===== src/rtl/load_store_unit_pkg.sv =====
// ----------------------------------------------------------------------------
// load_store_unit_pkg
// Shared definitions for the load/store unit and the scheduling queue that
// feeds it: FSM state encoding, command/width encodings, station tags and
// small helpers used by both sides.
// ----------------------------------------------------------------------------
package load_store_unit_pkg;

    typedef enum logic [1:0] {
        LSU_IDLE = 2'd0,
        LSU_LO   = 2'd1,
        LSU_HI   = 2'd2,
        LSU_WB   = 2'd3
    } lsu_state_t;

    localparam logic LSU_CMD_LD = 1'b0;
    localparam logic LSU_CMD_ST = 1'b1;
    localparam logic LSU_W_BYTE = 1'b0;
    localparam logic LSU_W_WORD = 1'b1;

    localparam logic [1:0] TAG_RSA = 2'b00;
    localparam logic [1:0] TAG_RSB = 2'b01;

    // Address of the upper byte of a little-endian word; wraps at 64 KiB.
    function automatic logic [15:0] lsu_next_adr(input logic [15:0] adr);
        return adr + 16'd1;
    endfunction

    // Map the one-bit issuing-station id onto the writeback tag.
    function automatic logic [1:0] lsu_station_tag(input logic tag);
        return tag ? TAG_RSB : TAG_RSA;
    endfunction

endpackage


===== src/rtl/load_store_unit_beat_timer.sv =====
// ----------------------------------------------------------------------------
// lsu_beat_timer
// Counts the cycles a memory beat has been outstanding and flags expiry on
// the TIMEOUT_CYCLES-th cycle of the beat without an acknowledge.
//
// Ports:
//   clk     system clock
//   a_rst   asynchronous active-high reset
//   start   pulse: a new beat begins on the next cycle (clears the count)
//   active  a beat is currently outstanding
//   ack     the beat completes this cycle
//   expire  combinational: this is the last allowed cycle of the beat
// ----------------------------------------------------------------------------
module lsu_beat_timer #(
    parameter int unsigned TIMEOUT_CYCLES = 4
) (
    input  logic clk,
    input  logic a_rst,
    input  logic start,
    input  logic active,
    input  logic ack,
    output logic expire
);

    localparam int CW = (TIMEOUT_CYCLES > 1) ? $clog2(TIMEOUT_CYCLES) : 1;
    localparam logic [CW-1:0] LAST = CW'(TIMEOUT_CYCLES - 1);

    logic [CW-1:0] cnt_reg;

    // Count 0 is the first cycle of the beat, so expiry is seen on the
    // TIMEOUT_CYCLES-th cycle; the count freezes once expired.
    assign expire = active && (cnt_reg == LAST);

    always_ff @(posedge clk or posedge a_rst) begin
        if (a_rst) begin
            cnt_reg <= '0;
        end else if (start) begin
            cnt_reg <= '0;
        end else if (active && !ack && !expire) begin
            cnt_reg <= cnt_reg + CW'(1);
        end
    end

endmodule


===== src/rtl/load_store_unit.sv =====
// ----------------------------------------------------------------------------
// load_store_unit
// Executes byte / little-endian word loads and stores over an 8-bit memory
// bus on behalf of the scheduling queue. A request is captured in IDLE, run
// as one (byte) or two (word, low byte first) bus beats, and loads are
// written back with a one-cycle strobe tagged for the issuing station.
// An optional per-beat timeout aborts a hung beat with a bus_err pulse.
//
// Ports:
//   clk, a_rst            clock, asynchronous active-high reset
//   rq_start/cmd/width/tag request from the front stage (cmd 1 = store,
//                         width 1 = word, tag 0 = station A / 1 = B)
//   agu_adr, st_data      effective address and store operand
//   lsu_wait              busy, front stage must hold its request
//   mem_adr/req/we/wdata  bus request side
//   mem_rdata, mem_ack    bus response side
//   lsu_data, lsu_data_tag, lsu_data_wb   load writeback
//   bus_err               one-cycle strobe on a timed-out beat
// ----------------------------------------------------------------------------
module load_store_unit
    import load_store_unit_pkg::*;
#(
    parameter int unsigned TIMEOUT_CYCLES = 0
) (
    input  logic        clk,
    input  logic        a_rst,
    input  logic        rq_start,
    input  logic        rq_cmd,
    input  logic        rq_width,
    input  logic        rq_tag,
    input  logic [15:0] agu_adr,
    input  logic [15:0] st_data,
    output logic        lsu_wait,
    output logic [15:0] mem_adr,
    output logic        mem_req,
    output logic        mem_we,
    output logic [7:0]  mem_wdata,
    input  logic [7:0]  mem_rdata,
    input  logic        mem_ack,
    output logic [15:0] lsu_data,
    output logic [1:0]  lsu_data_tag,
    output logic        lsu_data_wb,
    output logic        bus_err
);

    lsu_state_t  state_reg, state_next;

    logic [15:0] adr_reg;
    logic [15:0] data_reg;
    logic        cmd_reg;
    logic        width_reg;
    logic        tag_reg;
    logic [7:0]  res_lo_reg;
    logic [15:0] lsu_data_reg;
    logic [1:0]  tag_out_reg;
    logic        bus_err_reg;

    logic        in_beat;
    logic        in_lo;
    logic        in_hi;
    logic        beat_expire;
    logic        timed_out;
    logic [15:0] wb_value;

    assign in_lo     = (state_reg == LSU_LO);
    assign in_hi     = (state_reg == LSU_HI);
    assign in_beat   = in_lo || in_hi;
    // An acknowledge in the expiry cycle takes priority over the abort.
    assign timed_out = in_beat && !mem_ack && beat_expire;

    // ---------------------------------------------------------------- timer
    generate
        if (TIMEOUT_CYCLES > 0) begin : g_timer
            logic beat_start;

            // Entering LO or HI from a different state starts a new beat.
            assign beat_start = ((state_next == LSU_LO) || (state_next == LSU_HI))
                                && (state_next != state_reg);

            lsu_beat_timer #(
                .TIMEOUT_CYCLES(TIMEOUT_CYCLES)
            ) u_beat_timer (
                .clk    (clk),
                .a_rst  (a_rst),
                .start  (beat_start),
                .active (in_beat),
                .ack    (mem_ack),
                .expire (beat_expire)
            );
        end else begin : g_no_timer
            assign beat_expire = 1'b0;
        end
    endgenerate

    // ------------------------------------------------------------ next state
    always_comb begin
        state_next = state_reg;
        case (state_reg)
            LSU_IDLE: begin
                if (rq_start) begin
                    state_next = LSU_LO;
                end
            end
            LSU_LO: begin
                if (mem_ack) begin
                    if (width_reg == LSU_W_WORD) begin
                        state_next = LSU_HI;
                    end else if (cmd_reg == LSU_CMD_LD) begin
                        state_next = LSU_WB;
                    end else begin
                        state_next = LSU_IDLE;
                    end
                end else if (beat_expire) begin
                    state_next = (cmd_reg == LSU_CMD_LD) ? LSU_WB : LSU_IDLE;
                end
            end
            LSU_HI: begin
                if (mem_ack || beat_expire) begin
                    state_next = (cmd_reg == LSU_CMD_LD) ? LSU_WB : LSU_IDLE;
                end
            end
            LSU_WB: begin
                state_next = LSU_IDLE;
            end
            default: begin
                state_next = LSU_IDLE;
            end
        endcase
    end

    // Value written back when a load leaves its last beat. A timed-out beat
    // has no ack, so the result collapses to zero.
    always_comb begin
        wb_value = 16'h0000;
        if (mem_ack) begin
            wb_value = in_hi ? {mem_rdata, res_lo_reg} : {8'h00, mem_rdata};
        end
    end

    // ------------------------------------------------------------- registers
    always_ff @(posedge clk or posedge a_rst) begin
        if (a_rst) begin
            state_reg    <= LSU_IDLE;
            adr_reg      <= '0;
            data_reg     <= '0;
            cmd_reg      <= LSU_CMD_LD;
            width_reg    <= LSU_W_BYTE;
            tag_reg      <= 1'b0;
            res_lo_reg   <= '0;
            lsu_data_reg <= '0;
            tag_out_reg  <= TAG_RSA;
            bus_err_reg  <= 1'b0;
        end else begin
            state_reg   <= state_next;
            bus_err_reg <= timed_out;

            if ((state_reg == LSU_IDLE) && rq_start) begin
                adr_reg   <= agu_adr;
                data_reg  <= st_data;
                cmd_reg   <= rq_cmd;
                width_reg <= rq_width;
                tag_reg   <= rq_tag;
            end

            if (in_lo && mem_ack) begin
                res_lo_reg <= mem_rdata;
            end

            // lsu_data/tag only change on the way into WB, so they hold the
            // last load result between writebacks.
            if (state_next == LSU_WB) begin
                lsu_data_reg <= wb_value;
                tag_out_reg  <= lsu_station_tag(tag_reg);
            end
        end
    end

    // --------------------------------------------------------------- outputs
    // Bus outputs decode from the state register only, so they fall to zero
    // the instant reset asserts.
    assign lsu_wait     = (state_reg != LSU_IDLE);
    assign mem_req      = in_beat;
    assign mem_we       = in_beat && (cmd_reg == LSU_CMD_ST);
    assign mem_adr      = in_lo ? adr_reg :
                          in_hi ? lsu_next_adr(adr_reg) : 16'h0000;
    assign mem_wdata    = in_lo ? data_reg[7:0] :
                          in_hi ? data_reg[15:8] : 8'h00;
    assign lsu_data     = lsu_data_reg;
    assign lsu_data_tag = tag_out_reg;
    assign lsu_data_wb  = (state_reg == LSU_WB);
    assign bus_err      = bus_err_reg;

endmodule

===== config.mk =====
export PLATFORM = sky130hd
export DESIGN_NAME = load_store_unit
export DESIGN_NICKNAME = d
export VERILOG_FILES = /design/src/rtl/load_store_unit_pkg.sv /design/src/rtl/load_store_unit_beat_timer.sv /design/src/rtl/load_store_unit.sv
export SDC_FILE = /design/constraint.sdc
export NUM_CORES = 1
export LEC_CHECK = 0
export CAP_MARGIN = 20
export CORE_MARGIN = 3
export CORE_UTILIZATION = 46
export CTS_CLUSTER_SIZE = 10
export DETAILED_ROUTE_END_ITERATION = 8
export PLACE_DENSITY_LB_ADDON = 0.08
export SETUP_SLACK_MARGIN = 0.3
export SLEW_MARGIN = 20
export SYNTH_ARGS = -nofsm -noshare
export SYNTH_HDL_FRONTEND = slang
export SYNTH_HIERARCHICAL = 1
export SYNTH_SLANG_ARGS = --single-unit

===== constraint.sdc =====
create_clock -name clk -period 2.82 [get_ports clk]
set_input_delay 0.282 -clock clk [delete_from_list [all_inputs] [get_ports clk]]
set_output_delay 0.282 -clock clk [all_outputs]
set_load 0.01 [all_outputs]

# ---- Yosys cells after proc, flatten, opt, wreduce, memory -nomap -nowiden
# Cells that the tools add are included.
dict set report word_totals {
  reg_bits 63
  wordCells 33
  output_inout_bits 47
}
dict set report op_classes {
  n_reduce_logical 6
  n_addsub 1
  eq_ne 4
  mux 13
}
# cell count
set op_table {}
lappend op_table {{16-bit two-way mux} 4}
lappend op_table {{16-bit by 1-bit adder with 16-bit output, second input constant} 1}
lappend op_table {{8-bit two-way mux} 2}
lappend op_table {{2-bit two-way mux} 5}
lappend op_table {{2-bit case mux with 4 select lines} 1}
lappend op_table {{2-bit equality test, second input constant} 3}
lappend op_table {{1-bit logical AND} 3}
lappend op_table {{2-bit by 1-bit equality test with 1-bit output, second input constant} 1}
lappend op_table {{2-bit logical NOT} 1}
lappend op_table {{2-bit nonzero test} 1}
lappend op_table {{1-bit logical OR} 1}
lappend op_table {{1-bit two-way mux} 1}

# ---- Depth between registers and ports, before layout
# Gate-level depths: netlist of run 1.
dict set report depth {
  depth_word 5
  mapped_depth 9
}

# ---- Least setup slack after synthesis of run 1
# Ideal clock, no wire load.
dict set report synth_path {
  path_type {reg2reg}
  startpoint {reg state_reg[0]}
  endpoint {reg tag_out_reg[0], in the netlist lsu_data_tag[0]}
  setup_slack_ns 0.821
  t_arrival_ns 1.875
  synth_period_minus_slack_ns 1.999
  path_stages_with_launch 8
  required_ns 2.695
  path_cell_list {dfrtp_1 -> inv_1 -> ha_1 -> nand2_1 -> a32oi_1 -> or2_2 -> clkbuf_1 -> mux2_2}
}
dict set report synth_via {
  elab_chain_len 3
}
# item line
set synth_rtl {}
lappend synth_rtl {{start: declaration} load_store_unit.sv:46} ;# lsu_state_t state_reg, state_next;
lappend synth_rtl {{start signal: assignment} load_store_unit.sv:154} ;# state_reg <= state_next;
lappend synth_rtl {{2-bit equality test, or another cell as far along} load_store_unit.sv:98} ;# case (state_reg)
lappend synth_rtl {{2-bit case mux with 4 select lines *} load_store_unit.sv:98}
lappend synth_rtl {{2-bit equality test *} load_store_unit.sv:171} ;# if (state_next == LSU_WB) begin
lappend synth_rtl {{end signal: assignment} load_store_unit.sv:173} ;# tag_out_reg <= lsu_station_tag(tag_reg);
lappend synth_rtl {{end: declaration} load_store_unit.sv:55} ;# logic [1:0] tag_out_reg;
# Every way passes the cells marked *; elsewhere a longest branch is shown, timed or not.
# A chain may end at the register's enable or synchronous reset.

# ---- Worst setup path after layout of run 1
dict set report layout_path {
  startpoint {reg adr_reg[1]}
  endpoint {out mem_adr[14]}
}
dict set report layout_via {
  elab_chain_len 3
}
# item line
set layout_rtl {}
lappend layout_rtl {{start: declaration} load_store_unit.sv:48} ;# logic [15:0] adr_reg;
lappend layout_rtl {{start signal: assignment} load_store_unit.sv:158} ;# adr_reg <= agu_adr;
lappend layout_rtl {{16-bit by 1-bit adder with 16-bit output} load_store_unit_pkg.sv:26} ;# return adr + 16'd1;
lappend layout_rtl {{16-bit two-way mux} load_store_unit.sv:185} ;# in_hi ? lsu_next_adr(adr_reg) : 16'h0000;
lappend layout_rtl {{16-bit two-way mux} load_store_unit.sv:184} ;# assign mem_adr = in_lo ? adr_reg :
lappend layout_rtl {{end: declaration} load_store_unit.sv:34} ;# output logic [15:0] mem_adr,
# No other way between the ends.

==> flow_summary.json, run 1 <==
{
  "min_path_type": "primary input to asynchronous set/reset pin",
  "layout-drive-gt1-share_pct": 31.8,
  "period_share_pct": 87.2,
  "vias_per_cell": 5.28,
  "final.fill_count": 469,
  "startpoint": "adr_reg[1]",
  "clock_path_buffers": 2,
  "whs_ns": 0.493,
  "timing_hold_violations_final": 0,
  "syn_to_final_growth_pct": 47.3,
  "postSynth.asyncResetShare_pct": 100,
  "start_kind": "register",
  "path_max_fanout": 6,
  "r2r_start": "state_reg[0]",
  "antenna_found_initial": 0,
  "die_height_um": 89.7,
  "die-area_mm2": 0.00805,
  "maxCapViolCount": 0,
  "routabilityCongestion": 0.862,
  "num_rows": 29,
  "clock_latency_ns": 0.34,
  "dpl_worst_slack_ns": 0.179,
  "wirelength_um": 8150,
  "die_w_um": 89.7,
  "dp_hpwl_um": 5210,
  "period_needed_ns": 2.46,
  "endpoint_kind": "output port",
  "ys_seq_area_share_pct": 48.1,
  "synth_seq_cells": 62,
  "grt_pass1_vias": 2734,
  "synth_flop_cell": "dfrtp_1",
  "rsz0062_at_grt": "true",
  "cts_root_buffer": "clkbuf_8",
  "dpl.cell_count": 469,
  "io_pins": 94,
  "crit_type": "register to output port",
  "port_buffers": 91,
  "yosysWarnings": 6,
  "clock.fmax_ghz": 0.407,
  "outcome": "finished clean",
  "cts_hold_buffers": 0,
  "p_leak_uw": 0.00210,
  "grt.overflow.total": 0,
  "h-tree-depth": 3,
  "finalSetupTns_ns": 0,
  "worstMarginPinSlew_ns": 0.780,
  "start_util_pct": 49.1,
  "vias": 2667,
  "diodes": 0,
  "ant_nets": 0,
  "power_uw": 5390,
  "cts_made_buffers": 9,
  "arrival_ns": 2.18,
  "required_ns": 2.54,
  "drv_slew": 0,
  "synthDistinctLibCells": 44,
  "tritoncts": "built",
  "fin_ws_ns": 0.360,
  "synth.avg_cell_area_um2": 10.9,
  "seqCellArea_mm2": 0.00157,
  "vdd_ir_drop_max_uv": 645,
  "fin_skew_ns": 0.0104,
  "setup_viol": 0,
  "netlist_area_mm2": 0.00322,
  "drc": 0,
  "multiInputGateArea_mm2": 0.00163,
  "grt_pass1_wl_um": 13500,
  "synth_edf_count": 0,
  "grt_max_degree": 63,
  "clock-sinks": 62,
  "relSlewSlack_pct": 48.0,
  "path_clk_slew_ns": 0.07,
  "grt_use_total_pct": 20.6,
  "firstDrtPassIters": 4,
  "fin_cells": 505,
  "coreArea_mm2": 0.00657,
  "fin_nets": 460,
  "synth_cells": 296,
  "power_density_mw_per_mm2": 1130,
  "drt_iter0_drc": 116,
  "wl_per_cell_um": 16.1
}
-- repair_timing --
action                     4_1_cts  5_1_grt
setup endpoints to repair       24       15
buffers inserted                 9       10
pin swaps                        1        3
gates cloned                     1        0
gates resized for setup         26       25
-- layout make-up --
type	instances	share of cell area, %
Clock inverter	6	1.45
Multi-Input combinational cell	209	34.4
Timing Repair Buffer	120	25.4
Tap cell	93	2.45
Sequential cell	62	33.0
Clock buffer	10	2.90
Inverter	5	0.395
-- report_power, final --
part           total, µW  internal, µW  switching [µW]
clock network        805           437             369
registers           1630          1310             325
logic               2950          1650            1290
-- per-layer routing --
layer | up-vias | part of all wire [%] | track usage, %
met3 | 4 | 7.4 | 7.35
li1 | 1297 | - | -
met5 | - | 0 | 0
met2 | 91 | 48 | 32.3
met1 | 1275 | 44 | 27.5
met4 | 0 | 0.75 | 4.98
-- layout by cell type, fill, tap and decap left out, types with 3 or more instances in the layout --
master	synthesis	final
nor3_1	4	4
mux2_2	56	56
ha_4	0	3
clkbuf_8	0	10
dfrtp_2	0	11
o21ai_0	38	38
ha_1	6	3
nand3_1	15	13
nand2_1	32	32
buf_12	0	3
buf_4	2	25
dlymetal6s2s_1	0	9
a22o_1	12	12
inv_2	0	3
dlygate4sd2_1	0	6
dfrtp_1	62	51
nor2_1	8	8
clkdlybuf4s50_1	0	75
-- through the flow --
stage / util (%) / cell area [µm²]
3_5_place_dp: 64.3 / 4220
5_1_grt: 72.3 / 4750
3_3_place_gp: 64.3 / 4220
6_report: 72.3 / 4750
4_1_cts: 69.9 / 4590
2_1_floorplan: - / 3230
-- worst max-delay path, stage by stage, from the launching register on --
cell and delay, ns:
dfrtp_2 0.43, ha_4 0.17, nand3_1 0.08, or4_4 0.43
and3_1 0.21, a211o_1 0.27, clkdlybuf4s15_1 0.24
-- synthesized netlist by cell type (2+ instances only) --
library cell,instances,share of area (%)
nor3_1,4,0.62
nand3_1,15,2.3
and2_1,2,0.39
buf_4,2,0.47
o21ai_0,38,5.9
or4_1,3,0.70
and3_1,3,0.58
a22o_1,12,3.3
nor2_1,8,0.93
a31oi_1,2,0.39
buf_6,5,1.7
ha_1,6,2.3
inv_1,5,0.58
a21o_1,2,0.47
clkbuf_1,12,1.4
dfrtp_1,62,48
o211ai_1,2,0.47
nand2_1,32,3.7
mux2_2,56,20
-- logic make-up after synthesis --
group           count (synthesis)  synth area share [%]
fa+ha+maj                       6                  2.33
buf+inv                        26                  4.46
flops                          62                  48.1
mux                            56                  19.6
other cells                     1                 0.116
xor+xnor                        1                 0.272
compound gates                 65                  13.0
simple gates                   79                  12.2
-- worst paths after layout --
kind	to	cells past startpoint	slack, ns
hold / removal	lsu_data[13]	3	0.49
min in group clk	res_lo_reg[7]	1	0.51
setup / recovery	mem_adr[14]	6	0.36
hold reg to reg	res_lo_reg[7]	1	0.51
setup reg to reg	lsu_data_tag[0]	8	0.45
max in group asynchronous	adr_reg[4]	3	1.77
(Power assumes the default switching activity.)
==> run 2: changes to the inputs <==
--- a/config.mk
+++ b/config.mk
@@ -15,5 +15,4 @@
 export SLEW_MARGIN = 20
 export SYNTH_ARGS = -nofsm -noshare
 export SYNTH_HDL_FRONTEND = slang
-export SYNTH_HIERARCHICAL = 1
 export SYNTH_SLANG_ARGS = --single-unit
==> results of run 2 <==
Final layout, timing and power as in run 1 (identical DEF).
Among the figures that moved: Yosys warning count 6 -> 0
==> run 3: changes to the inputs <==
--- a/config.mk
+++ b/config.mk
@@ -12,7 +12,7 @@
 export DETAILED_ROUTE_END_ITERATION = 8
 export PLACE_DENSITY_LB_ADDON = 0.08
 export SETUP_SLACK_MARGIN = 0.3
-export SLEW_MARGIN = 20
+export SLEW_MARGIN = 5
 export SYNTH_ARGS = -nofsm -noshare
 export SYNTH_HDL_FRONTEND = slang
 export SYNTH_SLANG_ARGS = --single-unit
==> results of run 3 <==
Final layout, timing and power as in run 1 (identical DEF).
Among the figures that moved: Yosys warning count 6 -> 0
